[config.mk]
export PLATFORM = sky130hd
export DESIGN_NAME = cla_seq_arbiter_flat
export DESIGN_NICKNAME = d
export VERILOG_FILES = /design/src/rtl/cla_seq_arbiter_if.sv /design/src/rtl/cla_seq_arbiter.sv /design/src/flat_wrapper.sv
export SDC_FILE = /design/constraint.sdc
export NUM_CORES = 1
export LEC_CHECK = 0
export ABC_AREA = 1
export ABC_CLOCK_PERIOD_IN_PS = 6200
export CAP_MARGIN = 20
export CORE_ASPECT_RATIO = 0.8
export CORE_MARGIN = 4
export CORE_UTILIZATION = 35
export DETAILED_ROUTE_END_ITERATION = 6
export PLACE_DENSITY = 0.6
export SKIP_CTS_REPAIR_TIMING = 1
export SLEW_MARGIN = 40
export SYNTH_ARGS = -nofsm -noshare
export SYNTH_HDL_FRONTEND = slang
export SYNTH_HIERARCHICAL = 1
export SYNTH_SLANG_ARGS = --single-unit
[constraint.sdc]
create_clock -name clk -period 6.2 [get_ports clk]
set_input_delay 1.24 -clock clk [delete_from_list [all_inputs] [get_ports clk]]
set_output_delay 1.24 -clock clk [all_outputs]
set_load 0.005 [all_outputs]
[src/rtl/cla_seq_arbiter_if.sv]
// Request/grant/result bundle between the two datapath clients and the
// shared-CLA arbiter.
interface cla_seq_arbiter_if #(
  parameter int WIDTH = 16
);
  logic             req0;
  logic             req1;
  logic [WIDTH-1:0] a0;
  logic [WIDTH-1:0] b0;
  logic [WIDTH-1:0] a1;
  logic [WIDTH-1:0] b1;
  logic             sub0;
  logic             sub1;
  logic             gnt0;
  logic             gnt1;
  logic             busy;
  logic             done;
  logic             done_id;
  logic [WIDTH-1:0] result;
  logic             cout;
  logic             ovf;

  modport master (
    output req0, req1, a0, b0, a1, b1, sub0, sub1,
    input  gnt0, gnt1, busy, done, done_id, result, cout, ovf
  );

  modport slave (
    input  req0, req1, a0, b0, a1, b1, sub0, sub1,
    output gnt0, gnt1, busy, done, done_id, result, cout, ovf
  );
endinterface

[src/rtl/cla_seq_arbiter.sv]
// Round-robin arbiter that time-shares one 4-bit CLA cell to perform
// WIDTH-bit add/subtract, one nibble per cycle with a registered carry.
module cla4_cell (
  output logic [3:0] sum,
  output logic       c_out,
  input  logic [3:0] a,
  input  logic [3:0] b,
  input  logic       c_in
);
  logic [3:0] g;
  logic [3:0] p;
  logic [4:0] c;

  assign g    = a & b;
  assign p    = a ^ b;
  assign c[0] = c_in;
  assign c[1] = g[0] | (p[0] & c_in);
  assign c[2] = g[1] | (p[1] & g[0]) | (p[1] & p[0] & c_in);
  assign c[3] = g[2] | (p[2] & g[1]) | (p[2] & p[1] & g[0])
              | (p[2] & p[1] & p[0] & c_in);
  assign c[4] = g[3] | (p[3] & g[2]) | (p[3] & p[2] & g[1])
              | (p[3] & p[2] & p[1] & g[0]) | (p[3] & p[2] & p[1] & p[0] & c_in);
  assign sum   = p ^ c[3:0];
  assign c_out = c[4];
endmodule

module cla_seq_arbiter #(
  parameter int WIDTH = 16
) (
  input logic               clk,
  input logic               rst,
  cla_seq_arbiter_if.slave  bus
);
  localparam int NIB   = WIDTH / 4;
  localparam int IDX_W = (NIB > 1) ? $clog2(NIB) : 1;
  localparam int MSB   = WIDTH - 1;

  // state | meaning
  // IDLE  | waiting for a request; arbitrates and captures operands
  // CALC  | one nibble per cycle through the shared CLA cell
  // DONE  | result registers valid, done pulse high
  typedef enum logic [1:0] {IDLE, CALC, DONE} state_t;

  state_t           state, state_nx;
  logic [WIDTH-1:0] a_reg, b_reg, acc, acc_nx;
  logic             carry;
  logic [IDX_W-1:0] idx;
  logic             id;
  logic             last_gnt;
  logic             capture, winner, sub_w, last_nib;
  logic [IDX_W+1:0] base;
  logic [3:0]       nib_sum;
  logic             nib_cout;

  assign base     = {idx, 2'b00};
  assign last_nib = (idx == IDX_W'(NIB - 1));
  assign bus.busy = (state != IDLE);

  cla4_cell u_cell (
    .sum   (nib_sum),
    .c_out (nib_cout),
    .a     (a_reg[base +: 4]),
    .b     (b_reg[base +: 4]),
    .c_in  (carry)
  );

  always_comb begin
    state_nx = state;
    capture  = 1'b0;
    // Tie goes to whoever was not granted last.
    winner   = (bus.req0 & bus.req1) ? ~last_gnt : bus.req1;
    sub_w    = winner ? bus.sub1 : bus.sub0;
    acc_nx   = acc;
    acc_nx[base +: 4] = nib_sum;
    case (state)
      IDLE: begin
        if (bus.req0 | bus.req1) begin
          capture  = 1'b1;
          state_nx = CALC;
        end
      end
      CALC:    if (last_nib) state_nx = DONE;
      DONE:    state_nx = IDLE;
      default: state_nx = IDLE;
    endcase
  end

  always_ff @(posedge clk or posedge rst) begin
    if (rst) begin
      state       <= IDLE;
      a_reg       <= '0;
      b_reg       <= '0;
      acc         <= '0;
      carry       <= 1'b0;
      idx         <= '0;
      id          <= 1'b0;
      last_gnt    <= 1'b1;
      bus.gnt0    <= 1'b0;
      bus.gnt1    <= 1'b0;
      bus.done    <= 1'b0;
      bus.done_id <= 1'b0;
      bus.result  <= '0;
      bus.cout    <= 1'b0;
      bus.ovf     <= 1'b0;
    end else begin
      state    <= state_nx;
      bus.gnt0 <= capture & ~winner;
      bus.gnt1 <= capture & winner;
      bus.done <= 1'b0;
      if (capture) begin
        a_reg    <= winner ? bus.a1 : bus.a0;
        b_reg    <= (winner ? bus.b1 : bus.b0) ^ {WIDTH{sub_w}};
        carry    <= sub_w;
        idx      <= '0;
        id       <= winner;
        last_gnt <= winner;
      end else if (state == CALC) begin
        acc   <= acc_nx;
        carry <= nib_cout;
        idx   <= idx + 1'b1;
        // Results are loaded with the last nibble so done lands in DONE.
        if (last_nib) begin
          bus.done    <= 1'b1;
          bus.done_id <= id;
          bus.result  <= acc_nx;
          bus.cout    <= nib_cout;
          bus.ovf     <= (a_reg[MSB] == b_reg[MSB]) & (nib_sum[3] != a_reg[MSB]);
        end
      end
    end
  end
endmodule

[src/flat_wrapper.sv]
// flat-port wrapper written by rule: the top's interface ports become plain ports
module cla_seq_arbiter_flat 
#(
  parameter int WIDTH = 16
)
  (clk, rst, bus_req0, bus_req1, bus_a0, bus_b0, bus_a1, bus_b1, bus_sub0, bus_sub1, bus_gnt0, bus_gnt1, bus_busy, bus_done, bus_done_id, bus_result, bus_cout, bus_ovf);
  cla_seq_arbiter_if #(.WIDTH(WIDTH)) bus_i ();
  input logic clk;
  input logic rst;
  input wire logic [$bits(bus_i.req0)-1:0] bus_req0;
  input wire logic [$bits(bus_i.req1)-1:0] bus_req1;
  input wire logic [$bits(bus_i.a0)-1:0] bus_a0;
  input wire logic [$bits(bus_i.b0)-1:0] bus_b0;
  input wire logic [$bits(bus_i.a1)-1:0] bus_a1;
  input wire logic [$bits(bus_i.b1)-1:0] bus_b1;
  input wire logic [$bits(bus_i.sub0)-1:0] bus_sub0;
  input wire logic [$bits(bus_i.sub1)-1:0] bus_sub1;
  output wire logic [$bits(bus_i.gnt0)-1:0] bus_gnt0;
  output wire logic [$bits(bus_i.gnt1)-1:0] bus_gnt1;
  output wire logic [$bits(bus_i.busy)-1:0] bus_busy;
  output wire logic [$bits(bus_i.done)-1:0] bus_done;
  output wire logic [$bits(bus_i.done_id)-1:0] bus_done_id;
  output wire logic [$bits(bus_i.result)-1:0] bus_result;
  output wire logic [$bits(bus_i.cout)-1:0] bus_cout;
  output wire logic [$bits(bus_i.ovf)-1:0] bus_ovf;
  assign bus_i.req0 = bus_req0;
  assign bus_i.req1 = bus_req1;
  assign bus_i.a0 = bus_a0;
  assign bus_i.b0 = bus_b0;
  assign bus_i.a1 = bus_a1;
  assign bus_i.b1 = bus_b1;
  assign bus_i.sub0 = bus_sub0;
  assign bus_i.sub1 = bus_sub1;
  assign bus_gnt0 = bus_i.gnt0;
  assign bus_gnt1 = bus_i.gnt1;
  assign bus_busy = bus_i.busy;
  assign bus_done = bus_i.done;
  assign bus_done_id = bus_i.done_id;
  assign bus_result = bus_i.result;
  assign bus_cout = bus_i.cout;
  assign bus_ovf = bus_i.ovf;
  cla_seq_arbiter #(.WIDTH(WIDTH)) u_core (.clk(clk), .rst(rst), .bus(bus_i));
endmodule
* Word level (Yosys, flattened, before mapping)
Cells that the tools add are included.
** Cells by class
- Muxes and demuxes :: 17
- Order comparisons :: 0
- Add/subtract/negate cells :: 2
- Multipliers :: 0
- Bitwise logic cells :: 38
- Equal/unequal tests :: 6
- Reductions and logical operators :: 6
- Shift-type cells :: 4
- Div/mod/pow operators :: 0
** Operators by type and width (count)
- 16-bit two-way mux :: 2
- 16-bit by 5-bit variable part select with 4-bit output :: 2
- 1-bit AND :: 20
- 16-bit bitwise mux :: 1
- 4-bit by 6-bit variable shift with 16-bit output, first input constant :: 1
- 4-bit by 6-bit variable part select with 16-bit output :: 1
- 16-bit XOR :: 1
- 1-bit OR :: 11
- 1-bit two-way mux :: 9
- 2-bit two-way mux :: 4
- 4-bit XOR :: 2
- 4-bit negation with 6-bit output :: 1
- 4-bit AND :: 1
- 2-bit by 1-bit != test with 1-bit output, second input constant :: 2
- 2-bit one-hot mux with 2 select lines :: 1
- 2-bit AND reduction :: 2
- 2-bit nonzero test :: 2
- 1-bit NOT :: 3
- 3-bit AND reduction :: 1
- 2-bit by 1-bit adder with 2-bit output, second input constant :: 1
- 2-bit by 1-bit equality test with 1-bit output, second input constant :: 1
- 2-bit equality test, second input constant :: 1
- 2-bit zero test :: 1
- 1-bit equality test :: 1
- 1-bit != test :: 1
** Storage, ports and cells
- Memories kept :: 0
- Output and inout bits :: 23
- Bits in latches :: 0
- Flip-flop bits (word level) :: 77
- Bits in read-only memories :: 0
- Bits in writable memories :: 0
- Input bits :: 70

* Depth between registers and ports, before layout
- Word-level depth :: 9
- Depth in mapped cells :: 16
- Depth with buffers taken out :: 14

* Hierarchy
The synthesis kept the hierarchy.
** Modules (own cells, without submodules)
- cla_seq_arbiter :: cells each 584, instances 1, area each 4097.7 sq um, seq. area each 1828.0 sq um
- cla4_cell :: cells each 31, instances 1, area each 188.9 sq um, seq. area each 0.0 sq um

* Least setup slack after synthesis
OpenSTA, ideal clock, no wires.
- Path type :: register to register
- From :: register u_core.idx[0]
- To :: register u_core.bus.result[13]
- Required time :: 6.117 ns
- Slack :: 3.699 ns
- Arrival :: 2.419 ns
- Stages on the path, launching flop included :: 12
- Cells stage by stage :: dfrtp_1 > inv_1 > clkbuf_1 > buf_2 > nor2_1 > o22ai_1 > inv_1 > fa_1 > xnor2_1 > nand3_1 > or2_2 > o21ai_0
** RTL lines
- start: declaration :: RTL line cla_seq_arbiter.sv:47 : logic [IDX_W-1:0] idx;
- start signal: assignment :: RTL line cla_seq_arbiter.sv:120 : idx <= idx + 1'b1;
- 16-bit by 5-bit variable part select with 4-bit output, on equally long branches :: RTL line cla_seq_arbiter.sv:62, cla_seq_arbiter.sv:63
- 4-bit XOR :: RTL line cla_seq_arbiter.sv:15 : assign p = a ^ b;
- 1-bit AND :: RTL line cla_seq_arbiter.sv:17 : assign c[1] = g[0] | (p[0] & c_in);
- 1-bit OR :: RTL line cla_seq_arbiter.sv:17
- 4-bit XOR * :: RTL line cla_seq_arbiter.sv:23 : assign sum = p ^ c[3:0];
- named net u_core.nib_sum[1] :: RTL line cla_seq_arbiter.sv:52 : logic [3:0] nib_sum;
- 4-bit by 6-bit variable part select with 16-bit output * :: RTL line cla_seq_arbiter.sv:74 : acc_nx[base +: 4] = nib_sum;
- 16-bit bitwise mux * :: RTL line cla_seq_arbiter.sv:74
- end signal: assignment :: RTL line cla_seq_arbiter.sv:125 : bus.result <= acc_nx;
- end: declaration :: RTL line cla_seq_arbiter_if.sv:30 : output gnt0, gnt1, busy, done, done_id, result, cout, ovf
Mark *: on every way through the listed nets, which the timed path passes. The rest lies on a longest branch.
A chain may end at the register's enable or synchronous reset.

* Worst setup path after layout
- From :: register u_core.idx[0]
- To :: register u_core.bus.result[15]
** Between the ends
- Cells in the longest elaborated chain, start to end :: 9
** RTL lines
- 16-bit by 5-bit variable part select with 4-bit output, on equally long branches :: RTL line cla_seq_arbiter.sv:62, cla_seq_arbiter.sv:63
- 4-bit XOR or 4-bit AND (tied branches) :: RTL line cla_seq_arbiter.sv:15, cla_seq_arbiter.sv:14
- 1-bit AND, on equally long branches :: RTL line cla_seq_arbiter.sv:19, cla_seq_arbiter.sv:20
- 1-bit OR, or another cell as far along :: RTL line cla_seq_arbiter.sv:19 : assign c[3] = g[2] | (p[2] & g[1]) | (p[2] & p[1] & g[0])
- 1-bit OR or 1-bit AND (tied branches) :: RTL line cla_seq_arbiter.sv:19, cla_seq_arbiter.sv:20
- 1-bit OR :: RTL line cla_seq_arbiter.sv:20 : | (p[2] & p[1] & p[0] & c_in);
- 4-bit XOR * :: RTL line cla_seq_arbiter.sv:23
- named net u_core.nib_sum[3] :: RTL line cla_seq_arbiter.sv:52
- 4-bit by 6-bit variable part select with 16-bit output * :: RTL line cla_seq_arbiter.sv:74
- 16-bit bitwise mux * :: RTL line cla_seq_arbiter.sv:74
Marks and branches as above.

==> metrics <==
Post-synth top cells=sky130_fd_sc_hd__nand2_1, sky130_fd_sc_hd__dfrtp_1, sky130_fd_sc_hd__nand3_1, sky130_fd_sc_hd__inv_1, sky130_fd_sc_hd__o21ai_0; most frequent cell after synthesis=sky130_fd_sc_hd__nand2_1; Tmin final=about 3.3 ns; area used by multi-input combinational logic=approximately 2100 um2; Final TNS setup=0 ns; worst hold slack across all endpoints=0.479 ns; clock tree from TritonCTS=yes; half-perimeter wire length after placement=8.23 mm; biggest area consumer among synthesized cells=sky130_fd_sc_hd__dfrtp_1; Detailed Route Iter0 Violations=~300; footprint of the flip-flops and latches=roughly 1800 um2; internal power component=1490 uW; clock root cell=sky130_fd_sc_hd__clkbuf_16; post-synthesis instance area=roughly 4300 um2; number of distinct library cells after synthesis=29; run status=finished clean; Die Span Y=107 um; placed cell count=just over 800; number of global-route vias before repair=4180; xor/xnor cell area share of the yosys netlist=less than 1%; synthesized-area fraction occupied by adder cells=between 3 and 4%; number of clock sinks seen by CTS=73; overall routed net length=roughly 11 mm; Pre-antenna DRT Iters=4; number of buffers added by the clock tree synthesis step=9; top-level port count=93; MaxCap Viol Count=0; CTS H-tree depth=3; post-synth net total=a little under 700; first-pass GRT wire length=roughly 19 mm; nets@finish=772; portion of total power attributed to the clock network=between 15 and 20%; flop-to-flop setup slack=a little under 3 ns; synthesis-to-layout area growth=28.9%; # diodes=0; number of enable flip-flop cells after synthesis=0; setup repair after global routing missed its margin=false; post-synthesis mux area share=0%; number of hold-slack violations in the final timing report=0; Via-to-Cell Ratio=approximately 4.9; initial core utilization=around 37%; worst-path fanout max=23; category of the worst setup path capture point=register; maximum number of pins on one net before global-route repair=63; maximum achievable frequency=between 0.3 and 0.4 GHz; overall overflow remaining after global route=0; total DRC errors in the routed layout=0; pin slew with the least headroom to its limit=0.719 ns; number of antenna violations at the first check in global routing=0; Max Buffers Root-to-Sink=2; gate count of the mapped netlist=roughly 620; number of endpoints failing setup at the final stage=0; Worst IR Drop VDD=0.000223 V; area of the core=11700 um2; static leakage power=between 0.002 and 0.003 uW; type of the most critical hold path=reg -> reg; Sw Share=about 44%; crit share post-route=53.0%; count of non-filler cells in the finished layout=about 850; start-to-end type of the worst setup path=reg -> reg; die boundary width=between 100 and 150 um; port bufs=92; final max-slew violation count=0; number of core rows=35; fraction of power consumed by sequential logic=30.9%; dominant combinational cell family by area after synthesis=simple AND/OR/NAND/NOR gates; summed area of non-filler cells in the final layout=approximately 5500 um2; simple logic cell fraction of the synthesized area=around two fifths; die area=about 14000 um2; routability cong.=a little over 0.9; P per Cell Area=484 nW/um2; headroom to the max-slew limit=a little over half; sequential element share of the synthesized area=between 40% and 50%; number of flip-flops and latches in the synthesized netlist=73; utilization of the core after routing=47.1%; share of post-route cells with drive strength above 1=4.16%; CP Data Required Time=approximately 6.5 ns; Switch Pwr=between 1000 and 1500 uW; combinational fraction of design power=between 50% and 60%; average wire per standard cell=between 10 and 15 um; compound-gate portion of the synthesized area=under 10%; Synth Area per Inst=around 7.0 um2; placed standard-cell area=5260 um2; top cells by area, synth=sky130_fd_sc_hd__dfrtp_1, sky130_fd_sc_hd__nand2_1, sky130_fd_sc_hd__nand3_1; Post-synth ARST share=100%; antenna-violating nets left=0; clock insertion delay at the later pin of the skew report=~0.33 ns; fill cell instance count of the final layout=approximately 1200; clk_skew=between 0.002 and 0.003 ns; clock transition at the registers of the reported paths=roughly 0.050 ns; Top FF cell, synth=sky130_fd_sc_hd__dfrtp_1; area share of the largest cell type after synthesis=around 42%; number of warnings printed during yosys synthesis=6; Global Route Usage Sum=16.6%; vias post-DR=4166; Critical Path Source Type=register; arrival time worst endpoint=~3.5 ns
path summary, 6_finish.rpt:
check | cells past startpoint | startpoint | endpoint
max | 11 | u_core/idx[0] | u_core/bus.result[15]
min | 2 | u_core/bus.result[4] | u_core/bus.result[4]
max reg2reg | 11 | u_core/idx[0] | u_core/bus.result[15]
min reg2reg | 2 | u_core/bus.result[4] | u_core/bus.result[4]
max in group asynchronous | 3 | rst | u_core/b_reg[3]
min in group asynchronous | 2 | rst | u_core/bus.result[15]
cells in the final DEF (no fill, tap or decap), types with 13 or more instances in the layout:
cell type / n
sky130_fd_sc_hd__o21ai_0: 33
sky130_fd_sc_hd__nor2_1: 22
sky130_fd_sc_hd__nand3b_1: 16
sky130_fd_sc_hd__dfrtp_1: 72
sky130_fd_sc_hd__nand2_1: 290
sky130_fd_sc_hd__nand3_1: 60
sky130_fd_sc_hd__clkdlybuf4s50_1: 92
sky130_fd_sc_hd__inv_1: 45
sky130_fd_sc_hd__o22ai_1: 13
layer usage:
metal	track usage [%]	wire length, um
met3	4.08	650
met5	0	0
met4	4.87	146
met1	22.2	5420
met2	27.0	5090
final cells by class:
class,count,area share (%)
Clock buffer,15,4.67
Timing Repair Buffer,95,17.1
Inverter,49,3.33
Sequential cell,73,33.1
Clock inverter,1,0.0906
Tap cell,148,3.35
Multi-Input combinational cell,464,38.3
power by group through the flow:
stage / logic (uW) / clock network, uW / registers, uW
finish: 1380 / 466 / 824
global route: 1580 / 502 / 853
CTS: 1390 / 476 / 825
detailed placement: 1380 / 0 / 830
global placement: 1340 / 0 / 827
floorplan: 1000 / 0 / 780
stage by stage:
stage,total power [uW],worst slack [ns]
3_5_place_dp,2210,2.78
2_1_floorplan,1780,3.11
4_1_cts,2690,2.94
3_3_place_gp,2170,2.84
6_report,2670,2.91
5_1_grt,2930,2.54
critical path, stage by stage, from the launching register on:
cell and delay (ns):
sky130_fd_sc_hd__dfrtp_1 0.77, sky130_fd_sc_hd__inv_1 0.52, sky130_fd_sc_hd__o21ai_0 0.34, sky130_fd_sc_hd__o22ai_1 0.12
sky130_fd_sc_hd__ha_1 0.35, sky130_fd_sc_hd__or2_0 0.21, sky130_fd_sc_hd__nand2_1 0.08, sky130_fd_sc_hd__nand3_1 0.07
sky130_fd_sc_hd__nand2_1 0.13, sky130_fd_sc_hd__nand3_1 0.12, sky130_fd_sc_hd__or2_2 0.33, sky130_fd_sc_hd__o21ai_0 0.13
logic make-up after synthesis:
kind of cell,count (synthesis)
compound gates,51
fa+ha+maj,10
flops,73
simple gates,402
buf+inv,78
xor+xnor,1
Power figures use the tool's default switching activity.
